## config.mk

```make
export PLATFORM = sky130hd
export DESIGN_NAME = fetch_stage
export DESIGN_NICKNAME = d
export VERILOG_FILES = /design/src/rtl/fetch_stage.sv
export SDC_FILE = /design/constraint.sdc
export NUM_CORES = 1
export LEC_CHECK = 0
export CAP_MARGIN = 20
export CORE_MARGIN = 2
export CORE_UTILIZATION = 45
export CTS_BUF_LIST = sky130_fd_sc_hd__clkbuf_4 sky130_fd_sc_hd__clkbuf_8
export DETAILED_ROUTE_END_ITERATION = 6
export PLACE_DENSITY = 0.7
export RECOVER_POWER = 25
export SLEW_MARGIN = 5
export SYNTH_ARGS = -nofsm -noshare
export SYNTH_HDL_FRONTEND = slang
export SYNTH_SLANG_ARGS = --single-unit
```

## constraint.sdc

```tcl
create_clock -name clk -period 4.92 [get_ports clk]
set_input_delay 0.738 -clock clk [delete_from_list [all_inputs] [get_ports clk]]
set_output_delay 0.738 -clock clk [all_outputs]
set_load 0.02 [all_outputs]
```

## src/rtl/fetch_stage.sv

```systemverilog
// RV64 instruction fetch stage: PC owner, single-outstanding imem handshake, IF/ID register.
// Optional performance counters are compiled in with FETCH_PERF_EN.
module fetch_stage #(
    parameter int unsigned     XLEN      = 64,
    parameter logic [XLEN-1:0] RESET_PC  = '0,
    parameter logic [31:0]     NOP_INSTR = 32'h0000_0013
) (
    input  logic            clk,
    input  logic            rst_n,
    input  logic            id_stall,
    input  logic            branch_taken,
    input  logic [XLEN-1:0] branch_target,
    output logic            imem_req,
    output logic [XLEN-1:0] imem_addr,
    input  logic            imem_gnt,
    input  logic            imem_rvalid,
    input  logic [31:0]     imem_rdata,
    output logic            if_id_valid,
    output logic [XLEN-1:0] if_id_pc,
    output logic [31:0]     if_id_instr
`ifdef FETCH_PERF_EN
    ,
    output logic [31:0]     perf_fetched,
    output logic [31:0]     perf_killed
`endif
);

    typedef enum logic [1:0] {S_IDLE, S_REQ, S_WAIT, S_HOLD} state_t;

    localparam logic [XLEN-1:0] PC_STEP = XLEN'(4);

    state_t            state_q, state_d;
    logic [XLEN-1:0]   pc_q, pc_d;
    logic              kill_q, kill_d;
    logic [XLEN-1:0]   hold_pc_q, hold_pc_d;
    logic [31:0]       hold_instr_q, hold_instr_d;
    logic              valid_d;
    logic [XLEN-1:0]   ifpc_d;
    logic [31:0]       instr_d;
    logic              fetched_ev, killed_ev;

    assign imem_req  = (state_q == S_REQ);
    assign imem_addr = {pc_q[XLEN-1:2], 2'b00};

    // NOTE: every output of this block gets a default first, so no path can infer a latch.
    always_comb begin
        state_d      = state_q;
        pc_d         = pc_q;
        kill_d       = kill_q;
        hold_pc_d    = hold_pc_q;
        hold_instr_d = hold_instr_q;
        valid_d      = if_id_valid;
        ifpc_d       = if_id_pc;
        instr_d      = if_id_instr;
        fetched_ev   = 1'b0;
        killed_ev    = 1'b0;

        unique case (state_q)
            S_IDLE: state_d = S_REQ;
            S_REQ:  if (imem_gnt) state_d = S_WAIT;
            S_WAIT: begin
                if (imem_rvalid) begin
                    if (kill_q) begin
                        kill_d    = 1'b0;
                        state_d   = S_REQ;
                        killed_ev = 1'b1;
                    end else if (!id_stall) begin
                        valid_d    = 1'b1;
                        ifpc_d     = pc_q;
                        instr_d    = imem_rdata;
                        pc_d       = pc_q + PC_STEP;
                        state_d    = S_REQ;
                        fetched_ev = 1'b1;
                    end else begin
                        hold_pc_d    = pc_q;
                        hold_instr_d = imem_rdata;
                        pc_d         = pc_q + PC_STEP;
                        state_d      = S_HOLD;
                    end
                end
            end
            S_HOLD: begin
                if (!id_stall) begin
                    valid_d    = 1'b1;
                    ifpc_d     = hold_pc_q;
                    instr_d    = hold_instr_q;
                    state_d    = S_REQ;
                    fetched_ev = 1'b1;
                end
            end
            default: state_d = S_IDLE;
        endcase

        // A redirect overrides everything above: flush IF/ID, drop the hold buffer, retarget PC.
        if (branch_taken) begin
            pc_d         = {branch_target[XLEN-1:2], 2'b00};
            valid_d      = 1'b0;
            ifpc_d       = if_id_pc;
            instr_d      = NOP_INSTR;
            hold_pc_d    = '0;
            hold_instr_d = '0;
            fetched_ev   = 1'b0;
            killed_ev    = 1'b0;
            case (state_q)
                S_REQ: begin
                    state_d = imem_gnt ? S_WAIT : S_REQ;
                    kill_d  = imem_gnt;
                end
                S_WAIT: begin
                    if (imem_rvalid) begin
                        state_d   = S_REQ;
                        kill_d    = 1'b0;
                        killed_ev = 1'b1;
                    end else begin
                        state_d = S_WAIT;
                        kill_d  = 1'b1;
                    end
                end
                S_HOLD: begin
                    state_d   = S_REQ;
                    killed_ev = 1'b1;
                end
                default: state_d = S_REQ;
            endcase
        end
    end

    // NOTE: sequential state uses non-blocking assignments so all registers update together.
    always_ff @(posedge clk or negedge rst_n) begin
        if (!rst_n) begin
            state_q      <= S_IDLE;
            pc_q         <= RESET_PC;
            kill_q       <= 1'b0;
            hold_pc_q    <= '0;
            hold_instr_q <= '0;
            if_id_valid  <= 1'b0;
            if_id_pc     <= '0;
            if_id_instr  <= NOP_INSTR;
        end else begin
            state_q      <= state_d;
            pc_q         <= pc_d;
            kill_q       <= kill_d;
            hold_pc_q    <= hold_pc_d;
            hold_instr_q <= hold_instr_d;
            if_id_valid  <= valid_d;
            if_id_pc     <= ifpc_d;
            if_id_instr  <= instr_d;
        end
    end

    // The low target bits are discarded: fetch addresses are always word aligned.
`ifdef FETCH_PERF_EN
    logic [1:0] unused_target_bits;
    assign unused_target_bits = branch_target[1:0];

    always_ff @(posedge clk or negedge rst_n) begin
        if (!rst_n) begin
            perf_fetched <= '0;
            perf_killed  <= '0;
        end else begin
            if (fetched_ev) perf_fetched <= perf_fetched + 32'd1;
            if (killed_ev)  perf_killed  <= perf_killed + 32'd1;
        end
    end
`else
    logic unused_perf;
    assign unused_perf = ^{fetched_ev, killed_ev, branch_target[1:0]};
`endif

endmodule

```

==> out/results.ini <==
[outcome]
status = complete, but fails checks
violations = max-capacitance violations, max-slew violations

[detailed_routing]
drc_errors = 0
routed_via_density = 5.56
wirelength_microns = 37100
wl_per_cell_microns = 18.6
first_pass_iters = 6
drtIter0Drc = 950
postRouteAntennaNets = 0
num_vias = 11107

[placed_design]
io_buffers = 259
dp_hpwl_microns = 24000
dp.cells = 1916
preCtsSetupSlack_ns = 1.58
routabilityCongestion = 0.873

[global_routing]
grt.total_usage_pct = 25.0
grt_pass1_vias = 10717
grt_pass1_wl_microns = 58600
antenna_found_initial = 3
grt_max_degree = 118
grt_overflow = 0

[critical_path]
ff2ff_setup_slack_ns = 1.84
crit_path_start_kind = input pin
r2r_cells = 6
end_kind = asynchronous set/reset pin
r2r_start = pc_q[2]
r2r_end = pc_q[52]
required_ns = 5.42
critPathKind = in2async
slowest_stage = clkbuf_2
cpMostUsedCell = clkbuf_2
arrival_ns = 3.72
cp_top_family = buffers and inverters
critPathBufInv = 2
cp_max_fo = 98
cpPeakStageDelay_ns = 1.70
path_cells = clkbuf_2 > clkbuf_2

[cts]
clock_sinks = 256
cts_setup_buffers = 0
path_clk_slew_ns = 0.06
postCtsHoldBufs = 0
cts_tree = built
cts_root_buffer = clkbuf_8
cts_buffers = 45
cts_max_level = 2
cts.path.max_buffers = 3
cts_resized = 0
clock_latency_ns = 0.55

[synthesis]
syn_inst = 1379
synth_ff_type = dfrtp_1
syn_avg_cell_area_sq_um = 9.21
synth_edf_count = 0
ys_seq_area_share_pct = 50.5
synth_seq_cells = 256
yosysWarnings = 0
synth.distinct_cells = 66
synthArstFlopShare_pct = 100
syn-cell-area_sq_mm = 0.0127

[floorplan]
die_height_microns = 172
die_area_sq_mm = 0.0296
start_util_pct = 45.7
rows = 61
ios = 264
die_w_microns = 172
coreArea_sq_mm = 0.0278

[hold_path]
hp-class = reg2reg
hold_start = if_id_valid
whs_endpoint = if_id_valid
hold_depth = 2

[finish]
final_common_cell = clkdlybuf4s50_1
syn_to_final_growth_pct = 29.2
nets = 1692
final_cell_mix = clkdlybuf4s50_1 (257), dfrtp_1 (253), nand2_1 (241)
drive_gt1_share_pct = 8.04
stdcell_count = 1996

[sta]
max-slew-margin-rel_pct = -69.8
clock_skew_ns = 0.0170
worst_pin_slew_ns = 2.55
fin_ws_ns = 1.70
fmax_ghz = 0.310
fin_tns_setup_ns = 0
setup_viol = 0
layout_min_cycle_time_ns = 3.22
rsz0062_at_grt = false
fin_crit_sh_pct = 65.5
maxSlewViolCount = 98
finalHoldViolCount = 0

[power_and_ir_drop]
peakVddDrop_mv = 0.299
powerDensity_mw_per_mm2 = 465
p_leak_nw = 6.52

[run]
cap_violations = 1

## worst max-delay path by stage
stage,from,depth (start not counted),slack (ns),to
2_1_floorplan,branch_taken,7,2.33,pc_q[52]
3_3_place_gp,imem_rvalid,6,1.62,pc_q[60]
3_5_place_dp,imem_rvalid,6,1.58,pc_q[60]
4_1_cts,pc_q[2],6,1.90,pc_q[52]
5_1_grt,rst_n,2,1.04,pc_q[38]
6_report,rst_n,2,1.70,hold_pc_q[47]
## logic make-up (layout without fill, tap and decap cells)
logic type,Yosys count,in the layout,share of synthesized area [%]
simple gates,576,576,21.1
compound gates,286,286,13.7
flops,256,256,50.5
buf+inv,135,371,4.77
mux,114,114,9.06
xor+xnor,7,7,0.483
fa+ha+maj,4,4,0.394
other cells,1,4,0.0295
## synth_stat cells, drive strengths merged, types with 4 or more instances
| cell | instances | area (sq um) |
|---|---|---|
| inv | 20 | 75.1 |
| a211oi | 41 | 308 |
| or4 | 7 | 56.3 |
| mux2i | 107 | 1070 |
| o31a | 4 | 36.3 |
| o21ai | 16 | 80.1 |
| buf | 26 | 144 |
| nand4 | 31 | 239 |
| and4 | 10 | 88.8 |
| a31oi | 4 | 25.0 |
| xnor2 | 4 | 35.0 |
| a311oi | 11 | 96.3 |
| ha | 4 | 50.1 |
| nand2b | 7 | 51.3 |
| nand2 | 242 | 908 |
| o211ai | 9 | 67.6 |
| nor3 | 28 | 140 |
| clkbuf | 87 | 350 |
| nor2 | 160 | 601 |
| mux2 | 7 | 78.8 |
| a221oi | 11 | 96.3 |
| a21oi | 167 | 836 |
| or2 | 7 | 43.8 |
| nor4 | 17 | 140 |
| o311ai | 7 | 61.3 |
| or3 | 5 | 31.3 |
| dfrtp | 253 | 6330 |
| nand3 | 32 | 160 |
| and2 | 8 | 52.6 |
| and3 | 15 | 96.3 |
## stage by stage
step	power (mW)	area, sq um	hold slack, ns	utilization, %
2_1_floorplan	4.37	12700	0.442	-
3_3_place_gp	5.52	15400	0.478	55.4
3_5_place_dp	5.56	15400	0.490	55.4
4_1_cts	7.71	16400	0.233	58.9
5_1_grt	8.07	16400	0.531	59.0
6_report	7.63	16400	0.501	59.0
## registers in the layout, indices dropped and copies added (netlist names)
signal and flops:
hold_instr_q 32, hold_pc_q 63, if_id_instr 32, if_id_pc 63, if_id_valid 1, kill_q 1
pc_q 62, state_q 2
## per-layer routing
metal  share of wire [%]  global-route usage (%)
met1                  43                    34.3
met4                 2.4                    7.71
met3                 9.0                    7.48
met2                  45                    38.3
met5               0.032                       0
## layout make-up
class                      count  area, sq um
clock inverter                 5         52.6
timing repair buffer         273         2720
clock buffer                  72          928
fill                        2496        11400
tap                          378          473
inverter                      21         78.8
antenna                        2         5.00
multi-input combinational    989         5730
sequential                   256         6410
## power by group
part	switching [mW]	internal (mW)
Combinational	1.42	1.22
Clock	0.870	1.24
Sequential	0.342	2.54
Total	2.63	5.00
(Power assumes the default switching activity.)
